<file path="config.mk">
export PLATFORM = sky130hd
export DESIGN_NAME = taxi_sfp_link_mon
export DESIGN_NICKNAME = d
export VERILOG_FILES = /design/src/rtl/taxi_sfp_link_mon.sv
export SDC_FILE = /design/constraint.sdc
export NUM_CORES = 1
export LEC_CHECK = 0
export BUFFER_PORTS_ARGS = -buffer_cell sky130_fd_sc_hd__clkbuf_2
export CAP_MARGIN = 10
export CORE_ASPECT_RATIO = 0.7
export CORE_MARGIN = 2
export CORE_UTILIZATION = 40
export DETAILED_ROUTE_END_ITERATION = 10
export GPL_TIMING_DRIVEN = 0
export PLACE_DENSITY = 0.68
export REMOVE_ABC_BUFFERS = 1
export SETUP_SLACK_MARGIN = 0.1
export SYNTH_ARGS = -nofsm -noshare
export SYNTH_HDL_FRONTEND = slang
export SYNTH_SLANG_ARGS = --single-unit
</file>
<file path="constraint.sdc">
create_clock -name clk -period 2.7 [get_ports clk]
set_input_delay 0.54 -clock clk [delete_from_list [all_inputs] [get_ports clk]]
set_output_delay 0.54 -clock clk [all_outputs]
set_load 0.03 [all_outputs]
</file>
<file path="src/rtl/taxi_sfp_link_mon.sv">
// taxi_sfp_link_mon: N-channel SFP+ link monitor (debounced link, LEDs, event statistics).
// Define TAXI_LINK_MON_STAT_EN to build the event counters and the m_axis_stat stream driver.

`default_nettype none

module taxi_sfp_link_mon #(
    parameter int CH                 = 4,
    parameter int DEBOUNCE_CYCLES    = 125000,
    parameter int ACT_STRETCH_CYCLES = 6250000,
    parameter int BLINK_HALF_PERIOD  = 31250000,
    parameter int STAT_ID_BASE       = 0,
    parameter int STAT_ID_W          = 10
) (
    input  logic                     clk,
    input  logic                     rst_n,

    input  logic [CH-1:0]            rx_status,
    input  logic [CH-1:0]            rx_act_toggle,
    input  logic [CH-1:0]            tx_act_toggle,
    input  logic [CH-1:0]            sfp_mod_present,
    input  logic [CH-1:0]            sfp_los,
    input  logic [CH-1:0]            sfp_tx_fault,

    output logic [CH-1:0]            link_up,
    output logic [CH-1:0][1:0]       sfp_led,

    output logic [15:0]              m_axis_stat_tdata,
    output logic [STAT_ID_W-1:0]     m_axis_stat_tid,
    output logic [0:0]               m_axis_stat_tuser,
    output logic                     m_axis_stat_tvalid,
    input  logic                     m_axis_stat_tready
);

    localparam logic [1:0] ST_DOWN = 2'd0;
    localparam logic [1:0] ST_QUAL = 2'd1;
    localparam logic [1:0] ST_UP   = 2'd2;

    localparam int DB_W  = (DEBOUNCE_CYCLES > 1) ? $clog2(DEBOUNCE_CYCLES) : 1;
    localparam int ACT_W = $clog2(ACT_STRETCH_CYCLES + 1);
    localparam int BL_W  = (BLINK_HALF_PERIOD > 1) ? $clog2(BLINK_HALF_PERIOD) : 1;

    localparam logic [DB_W-1:0]  DB_LAST  = DB_W'(DEBOUNCE_CYCLES - 1);
    localparam logic [ACT_W-1:0] ACT_LOAD = ACT_W'(ACT_STRETCH_CYCLES);
    localparam logic [BL_W-1:0]  BL_LAST  = BL_W'(BLINK_HALF_PERIOD - 1);

    logic [CH-1:0] rx_m_q, rx_s_q;
    logic [CH-1:0] rxt_m_q, rxt_s_q, rxt_d_q;
    logic [CH-1:0] txt_m_q, txt_s_q, txt_d_q;
    logic [CH-1:0] mod_m_q, mod_s_q;

    logic [1:0]       st_q   [CH];
    logic [1:0]       st_d   [CH];
    logic [DB_W-1:0]  db_q   [CH];
    logic [DB_W-1:0]  db_d   [CH];
    logic [ACT_W-1:0] act_q  [CH];
    logic [ACT_W-1:0] act_d  [CH];

    logic [BL_W-1:0]  blink_cnt_q, blink_cnt_d;
    logic             blink_ph_q, blink_ph_d;

    always_ff @(posedge clk or negedge rst_n) begin
        if (!rst_n) begin
            rx_m_q  <= '0;
            rx_s_q  <= '0;
            rxt_m_q <= '0;
            rxt_s_q <= '0;
            rxt_d_q <= '0;
            txt_m_q <= '0;
            txt_s_q <= '0;
            txt_d_q <= '0;
            mod_m_q <= '0;
            mod_s_q <= '0;
        end else begin
            rx_m_q  <= rx_status;
            rx_s_q  <= rx_m_q;
            rxt_m_q <= rx_act_toggle;
            rxt_s_q <= rxt_m_q;
            rxt_d_q <= rxt_s_q;
            txt_m_q <= tx_act_toggle;
            txt_s_q <= txt_m_q;
            txt_d_q <= txt_s_q;
            mod_m_q <= sfp_mod_present;
            mod_s_q <= mod_m_q;
        end
    end

    always_comb begin
        for (int unsigned n = 0; n < CH; n++) begin
            st_d[n] = st_q[n];
            db_d[n] = db_q[n];
            case (st_q[n])
                ST_DOWN: begin
                    if (rx_s_q[n]) begin
                        st_d[n] = ST_QUAL;
                        db_d[n] = '0;
                    end
                end
                ST_QUAL: begin
                    if (!rx_s_q[n]) begin
                        st_d[n] = ST_DOWN;
                    end else if (db_q[n] == DB_LAST) begin
                        st_d[n] = ST_UP;
                    end else begin
                        db_d[n] = db_q[n] + DB_W'(1);
                    end
                end
                ST_UP: begin
                    if (!rx_s_q[n]) begin
                        st_d[n] = ST_DOWN;
                    end
                end
                default: st_d[n] = ST_DOWN;
            endcase

            if ((rxt_s_q[n] ^ rxt_d_q[n]) || (txt_s_q[n] ^ txt_d_q[n])) begin
                act_d[n] = ACT_LOAD;
            end else if (act_q[n] != '0) begin
                act_d[n] = act_q[n] - ACT_W'(1);
            end else begin
                act_d[n] = act_q[n];
            end
        end
    end

    always_comb begin
        blink_cnt_d = blink_cnt_q + BL_W'(1);
        blink_ph_d  = blink_ph_q;
        if (blink_cnt_q == BL_LAST) begin
            blink_cnt_d = '0;
            blink_ph_d  = ~blink_ph_q;
        end
    end

    always_ff @(posedge clk or negedge rst_n) begin
        if (!rst_n) begin
            for (int unsigned n = 0; n < CH; n++) begin
                st_q[n]  <= ST_DOWN;
                db_q[n]  <= '0;
                act_q[n] <= '0;
            end
            blink_cnt_q <= '0;
            blink_ph_q  <= 1'b0;
        end else begin
            for (int unsigned n = 0; n < CH; n++) begin
                st_q[n]  <= st_d[n];
                db_q[n]  <= db_d[n];
                act_q[n] <= act_d[n];
            end
            blink_cnt_q <= blink_cnt_d;
            blink_ph_q  <= blink_ph_d;
        end
    end

    always_comb begin
        for (int unsigned n = 0; n < CH; n++) begin
            link_up[n]    = (st_q[n] == ST_UP);
            sfp_led[n][0] = (st_q[n] == ST_UP) ? 1'b1 : (mod_s_q[n] & blink_ph_q);
            sfp_led[n][1] = (act_q[n] != '0);
        end
    end

`ifdef TAXI_LINK_MON_STAT_EN

    localparam int NSLOT  = CH * 4;
    localparam int SLOT_W = $clog2(NSLOT);

    logic [CH-1:0] los_m_q, los_s_q, los_d_q;
    logic [CH-1:0] txf_m_q, txf_s_q, txf_d_q;

    logic [NSLOT-1:0]     ev;
    logic [15:0]          pend_q [NSLOT];
    logic [15:0]          pend_d [NSLOT];
    logic [SLOT_W-1:0]    rr_q, rr_d;
    logic [SLOT_W-1:0]    grant_idx;
    logic                 grant_vld;
    logic                 load;

    logic [15:0]          tdata_q, tdata_d;
    logic [STAT_ID_W-1:0] tid_q, tid_d;
    logic                 tvalid_q, tvalid_d;

    always_ff @(posedge clk or negedge rst_n) begin
        if (!rst_n) begin
            los_m_q <= '0;
            los_s_q <= '0;
            los_d_q <= '0;
            txf_m_q <= '0;
            txf_s_q <= '0;
            txf_d_q <= '0;
        end else begin
            los_m_q <= sfp_los;
            los_s_q <= los_m_q;
            los_d_q <= los_s_q;
            txf_m_q <= sfp_tx_fault;
            txf_s_q <= txf_m_q;
            txf_d_q <= txf_s_q;
        end
    end

    // Link events mirror the FSM transitions taken on this same edge.
    always_comb begin
        for (int unsigned n = 0; n < CH; n++) begin
            ev[n*4+0] = (st_q[n] == ST_QUAL) && rx_s_q[n] && (db_q[n] == DB_LAST);
            ev[n*4+1] = (st_q[n] == ST_UP) && !rx_s_q[n];
            ev[n*4+2] = los_s_q[n] & ~los_d_q[n];
            ev[n*4+3] = txf_s_q[n] & ~txf_d_q[n];
        end
    end

    always_comb begin
        int unsigned j;
        j         = 0;
        grant_vld = 1'b0;
        grant_idx = '0;
        for (int unsigned i = 1; i <= NSLOT; i++) begin
            j = (32'(rr_q) + i) % NSLOT;
            if (!grant_vld && (pend_q[j] != '0)) begin
                grant_vld = 1'b1;
                grant_idx = SLOT_W'(j);
            end
        end
    end

    assign load = !tvalid_q || m_axis_stat_tready;

    // A same-cycle event on the granted slot restarts it at 1 rather than being lost.
    always_comb begin
        for (int unsigned s = 0; s < NSLOT; s++) begin
            pend_d[s] = pend_q[s];
            if (load && grant_vld && (grant_idx == SLOT_W'(s))) begin
                pend_d[s] = ev[s] ? 16'd1 : 16'd0;
            end else if (ev[s] && (pend_q[s] != '1)) begin
                pend_d[s] = pend_q[s] + 16'd1;
            end
        end

        tvalid_d = tvalid_q;
        tdata_d  = tdata_q;
        tid_d    = tid_q;
        rr_d     = rr_q;
        if (load) begin
            tvalid_d = grant_vld;
            if (grant_vld) begin
                tdata_d = pend_q[grant_idx];
                tid_d   = STAT_ID_W'(STAT_ID_BASE + int'(grant_idx));
                rr_d    = grant_idx;
            end
        end
    end

    always_ff @(posedge clk or negedge rst_n) begin
        if (!rst_n) begin
            for (int unsigned s = 0; s < NSLOT; s++) begin
                pend_q[s] <= '0;
            end
            rr_q     <= '0;
            tvalid_q <= 1'b0;
            tdata_q  <= '0;
            tid_q    <= '0;
        end else begin
            for (int unsigned s = 0; s < NSLOT; s++) begin
                pend_q[s] <= pend_d[s];
            end
            rr_q     <= rr_d;
            tvalid_q <= tvalid_d;
            tdata_q  <= tdata_d;
            tid_q    <= tid_d;
        end
    end

    assign m_axis_stat_tdata  = tdata_q;
    assign m_axis_stat_tid    = tid_q;
    assign m_axis_stat_tuser  = 1'b0;
    assign m_axis_stat_tvalid = tvalid_q;

`else

    logic        unused_stat_in;
    logic [31:0] unused_id_base;

    assign unused_stat_in = ^{sfp_los, sfp_tx_fault, m_axis_stat_tready};
    assign unused_id_base = STAT_ID_BASE;

    assign m_axis_stat_tdata  = '0;
    assign m_axis_stat_tid    = '0;
    assign m_axis_stat_tuser  = 1'b0;
    assign m_axis_stat_tvalid = 1'b0;

`endif

endmodule

`default_nettype wire

</file>
==> metrics.log <==
INFO  metric timing.critical_path.to_type = primary output
INFO  metric dpl_cell_area = 12020 µm²
INFO  metric p_seq_share = roughly half
INFO  metric final_area = 13310 µm²
INFO  metric min-delay-start = tx_act_toggle[0]
INFO  metric final_util = a little under half
INFO  metric worst_hold_path_type = input pin to flip-flop
INFO  metric antenna_found_initial = 0
INFO  metric finalWorstSetupSlack = -86.35 ps
INFO  metric postSynth.asyncResetShare = between 90% and 100%
INFO  metric number_of_synthesized_flops_with_an_enable_pin = 0
INFO  metric grt_first_pass_wirelength = approximately 40000 µm
INFO  metric slew_viol_final = 0
INFO  metric slowest_delay = 470 ps
INFO  metric cts_tree = built
INFO  metric tns = -86.35 ps
INFO  metric filler_cell_count_in_the_final_layout = approximately 2.7k
INFO  metric rsz_0062_raised_after_global_routing = yes
INFO  metric path_cells = inv_2 -> ha_4 -> or4b_4 -> or3_4 -> nor2_4 -> inv_2 -> buf_8
INFO  metric clock_power_share = 41.8%
INFO  metric port_buffers = 29
INFO  metric io_pins = 67
INFO  metric groute.usage.overall = 15.15%
INFO  metric effective_utilization_at_floorplan = 40.37%
INFO  metric total_area_of_sequential_cells = around 6000 µm²
INFO  metric worst_pin_slew = about 940 ps
INFO  metric detail_route.iter0.violations = about 570
INFO  metric required_arrival_time_at_the_worst_endpoint = about 2200 ps
INFO  metric die_h = between 100 and 150 µm
INFO  metric final_routed_wirelength = between 20000 and 25000 µm
INFO  metric intPower = 5.782 mW
INFO  metric post_synth_num_cell_types = approximately 70
INFO  metric synth.yosys.seq_area_share = slightly above 50%
INFO  metric ys.warnings.count = 0
INFO  metric timing.final.hold_violations = 0
INFO  metric detail_route.vias_per_cell = between 5 and 6
INFO  metric worst_ir_drop_on_vdd = roughly 0.45 mV
INFO  metric combinationalPowerShare = about a tenth
INFO  metric layout_worst_path_cycle_share = 103.2%
INFO  metric synth_cells = about 1.2k
INFO  metric drt_pass1_iterations = 5
INFO  metric power.switching_fraction = 25.88%
INFO  metric power_switching = roughly 2 mW
INFO  metric globalRouteOverflowTotal = 0
INFO  metric die_w = just over 200 µm
INFO  metric place.detailed.instances = roughly 1.6k
INFO  metric maxClockFrequency = 0.3589 GHz
INFO  metric path_clk_slew = about 60 ps
INFO  metric synthesis.area_per_instance = 9.766 µm²
INFO  metric failing_checks = setup timing
INFO  metric max_slew_margin = a little under two fifths
INFO  metric regToRegStartpoint = act_q[47]
INFO  metric run_status = finished with violations
INFO  metric number_of_global_route_vias_before_repair = between 8k and 9k
INFO  metric post_route_cells_drive_above_1_share = between 10% and 20%
INFO  metric critical_path_buf_inv_count = 3
INFO  metric crit_path_max_fanout = 2
INFO  metric gp_congestion = about 0.79
INFO  metric clock_root_cell = sky130_fd_sc_hd__clkbuf_16
INFO  metric antenna_cells = 0
INFO  metric cts.path.max_buffers = 3
INFO  metric number_of_buffers_added_by_the_clock_tree_synthesis_step = 25
INFO  metric nets = between 1k and 1.5k
INFO  metric coreArea = around 29000 µm²
INFO  metric top_area_cell_type_share_of_the_netlist_area = between 50% and 60%
INFO  metric cap_viol_max_count = 0
INFO  metric clock_latency = 530 ps
INFO  metric leakagePower = roughly 5.4 nW
INFO  metric period_minus_slack = between 2000 and 3000 ps
INFO  metric final-setup-viol-count = 1
INFO  metric crit_arrival = between 2000 and 2500 ps
INFO  metric timing.critical_path.mode_cell = sky130_fd_sc_hd__inv_2
INFO  metric post-route-drc-count = 0
INFO  metric totalPowerFinal = just under 8 mW
INFO  metric synth-seq-cells = around 230
INFO  metric timing.critical_path.from_type = flip-flop
INFO  metric synth.area.top_cells = sky130_fd_sc_hd__dfrtp_1 (51%), sky130_fd_sc_hd__nor2_1 (4.2%), sky130_fd_sc_hd__xnor2_1 (3.8%), sky130_fd_sc_hd__xor2_1 (3.6%), sky130_fd_sc_hd__nand2_1 (3.4%)
INFO  metric h-tree-depth = 1
INFO  metric numClockSinks = approximately 230
INFO  metric area_growth_from_synthesis_to_layout = 14.94%
INFO  metric syn-cell-area = 11580 µm²
INFO  metric area_of_the_die = a little over 30000 µm²
INFO  metric finish.cell_count_without_fillers = roughly 1.6k
INFO  metric timing.critical_path.from = act_q[47]
INFO  metric timing.setup.critical_path_class = flip-flop to primary output
INFO  metric synth_top_cell_by_area = sky130_fd_sc_hd__dfrtp_1
INFO  metric cpMaxStageDelayCell = sky130_fd_sc_hd__or4b_4
INFO  metric power_density_normalized_to_cell_area = a little under 600 nW/µm²
INFO  metric final_setup_skew = about 9.5 ps
INFO  metric drtAntennaViolNets = 0
INFO  metric path_delay_family = simple AND/OR/NAND/NOR gates
INFO  metric placement_rows = 52
INFO  metric dp.final_hpwl = 14370 µm
INFO  metric grt_max_degree = around 110
INFO  metric route.vias.total = just under 9k
INFO  metric area_used_by_multi_input_combinational_logic = approximately 5600 µm²
INFO  metric ys.flop_type = sky130_fd_sc_hd__dfrtp_1
INFO  metric drt-wirelength-per-cell = 14.03 µm
## cells by family after synthesis
| logic type | count (synthesis) | synth area share [%] |
|---|---|---|
| AO/OA/AOI/OAI | 171 | 9.539 |
| XOR/XNOR | 98 | 7.411 |
| adder cells (fa/ha/maj) | 9 | 0.9723 |
| buffers and inverters | 94 | 4.040 |
| flip-flops | 234 | 50.56 |
| multiplexers | 16 | 1.437 |
| other | 1 | 0.03238 |
| AND/OR/NAND/NOR | 563 | 26.01 |
## placed cells by master (no fill, tap or decap), types with 6 or more instances in the layout
master	count
sky130_fd_sc_hd__o31ai_1	12
sky130_fd_sc_hd__inv_1	24
sky130_fd_sc_hd__or4_1	15
sky130_fd_sc_hd__nor2_1	129
sky130_fd_sc_hd__mux2i_1	11
sky130_fd_sc_hd__nand3_1	60
sky130_fd_sc_hd__a22o_1	10
sky130_fd_sc_hd__a21oi_1	32
sky130_fd_sc_hd__nor3_1	39
sky130_fd_sc_hd__and4_1	15
sky130_fd_sc_hd__clkbuf_16	25
sky130_fd_sc_hd__a211oi_1	7
sky130_fd_sc_hd__xnor2_1	50
sky130_fd_sc_hd__and2_1	7
sky130_fd_sc_hd__o21ai_0	57
sky130_fd_sc_hd__o211ai_1	17
sky130_fd_sc_hd__or4b_2	7
sky130_fd_sc_hd__nand3b_1	6
sky130_fd_sc_hd__dfrtp_1	232
sky130_fd_sc_hd__nand2b_1	11
sky130_fd_sc_hd__nor4_1	23
sky130_fd_sc_hd__and3_1	13
sky130_fd_sc_hd__clkbuf_2	25
sky130_fd_sc_hd__buf_4	30
sky130_fd_sc_hd__xor2_1	48
sky130_fd_sc_hd__ha_1	7
sky130_fd_sc_hd__nor4b_1	7
sky130_fd_sc_hd__nand4_1	33
sky130_fd_sc_hd__nor4_2	6
sky130_fd_sc_hd__or3_1	24
sky130_fd_sc_hd__nor2b_1	13
sky130_fd_sc_hd__clkinv_2	8
sky130_fd_sc_hd__nand2_1	105
sky130_fd_sc_hd__conb_1	28
## what timing repair did
action                                  in CTS  in global routing
setup buffers                               19                 10
resized for setup                           41                 21
endpoints found under the setup margin      12                 12
hold endpoints to repair                    41                  0
pin swaps                                    9                  6
hold buffers                                 1                  0
gates cloned                                 0                  0
## synth_stat cells, types with 4 or more instances
cell type                  number
sky130_fd_sc_hd__nand2_1      106
sky130_fd_sc_hd__xnor2_1       50
sky130_fd_sc_hd__or4b_2         7
sky130_fd_sc_hd__o21a_1         4
sky130_fd_sc_hd__mux2_2         5
sky130_fd_sc_hd__a21oi_1       32
sky130_fd_sc_hd__nand2b_1      11
sky130_fd_sc_hd__nor2b_1       13
sky130_fd_sc_hd__inv_1         29
sky130_fd_sc_hd__or3_1         25
sky130_fd_sc_hd__a211oi_1       7
sky130_fd_sc_hd__a22o_1        10
sky130_fd_sc_hd__o31ai_1       12
sky130_fd_sc_hd__a31oi_1        6
sky130_fd_sc_hd__dfrtp_1      234
sky130_fd_sc_hd__and4_1        16
sky130_fd_sc_hd__clkbuf_1      33
sky130_fd_sc_hd__and3_1        13
sky130_fd_sc_hd__nand4_1       33
sky130_fd_sc_hd__nor3_1        45
sky130_fd_sc_hd__mux2i_1       11
sky130_fd_sc_hd__or4_1         19
sky130_fd_sc_hd__buf_4         28
sky130_fd_sc_hd__o21ai_0       57
sky130_fd_sc_hd__a21o_1         5
sky130_fd_sc_hd__ha_1           9
sky130_fd_sc_hd__o211ai_1      17
sky130_fd_sc_hd__xor2_1        48
sky130_fd_sc_hd__nor2_1       130
sky130_fd_sc_hd__nand3b_1       6
sky130_fd_sc_hd__nor4_1        32
sky130_fd_sc_hd__nor4b_1        9
sky130_fd_sc_hd__nand3_1       62
sky130_fd_sc_hd__and2_1         8
## area by class of cell
cell class / instances / area share (%)
Clock inverter: 13 / 0.7613
Clock buffer: 32 / 5.047
Timing Repair Buffer: 63 / 3.637
Multi-Input combinational cell: 885 / 42.18
Tap cell: 378 / 3.553
Inverter: 29 / 0.8177
Sequential cell: 234 / 44.00
## power groups by stage
| stage | clock (mW) | combinational [mW] | sequential [mW] |
|---|---|---|---|
| after floorplan | 0 | 0.467 | 3.80 |
| after global placement | 0 | 0.640 | 3.83 |
| after detailed placement | 0 | 0.663 | 3.83 |
| after CTS | 3.38 | 0.733 | 3.77 |
| after global routing | 3.51 | 0.860 | 3.80 |
| final | 3.26 | 0.765 | 3.78 |
## sequential cells by signal (all words and copies together), names as in the netlist, 4 cells and up
name	count
txt_s_q	4
rxt_m_q	4
txt_m_q	4
blink_cnt_q	25
rx_m_q	4
rxt_s_q	4
st_q	8
mod_s_q	4
mod_m_q	4
txt_d_q	4
db_q	68
rx_s_q	4
rxt_d_q	4
act_q	92
## per-stage QoR
step           setup slack, ps  hold WS [ps]
2_1_floorplan            38.44         244.4
5_1_grt                 -154.5         88.90
3_3_place_gp             -3751         332.7
3_5_place_dp            -355.8         334.7
6_report                -86.35         114.1
4_1_cts                 -145.4         88.33
## layer usage
metal | GRT usage (%) | vias to the layer above | part of all wire, % | routed length (µm)
li1 | - | 4317 | - | -
met1 | 23.60 | 4257 | 52 | 12000
met2 | 21.65 | 157 | 42 | 9623
met3 | 2.947 | 28 | 4.1 | 939
met4 | 3.286 | 0 | 1.6 | 367
met5 | 0 | - | 0 | 0
## final timing paths
path | endpoint | slack, ps | cells after the start
worst max-delay path | sfp_led[3] | -90 | 7
worst min-delay path | txt_m_q[0] | 110 | 1
worst max register to register | act_q[63] | 250 | 8
worst min register to register | rxt_s_q[2] | 350 | 0
max in group asynchronous | st_q[7] | 1260 | 3
min in group asynchronous | txt_d_q[3] | 540 | 2
(Power assumes the default switching activity.)
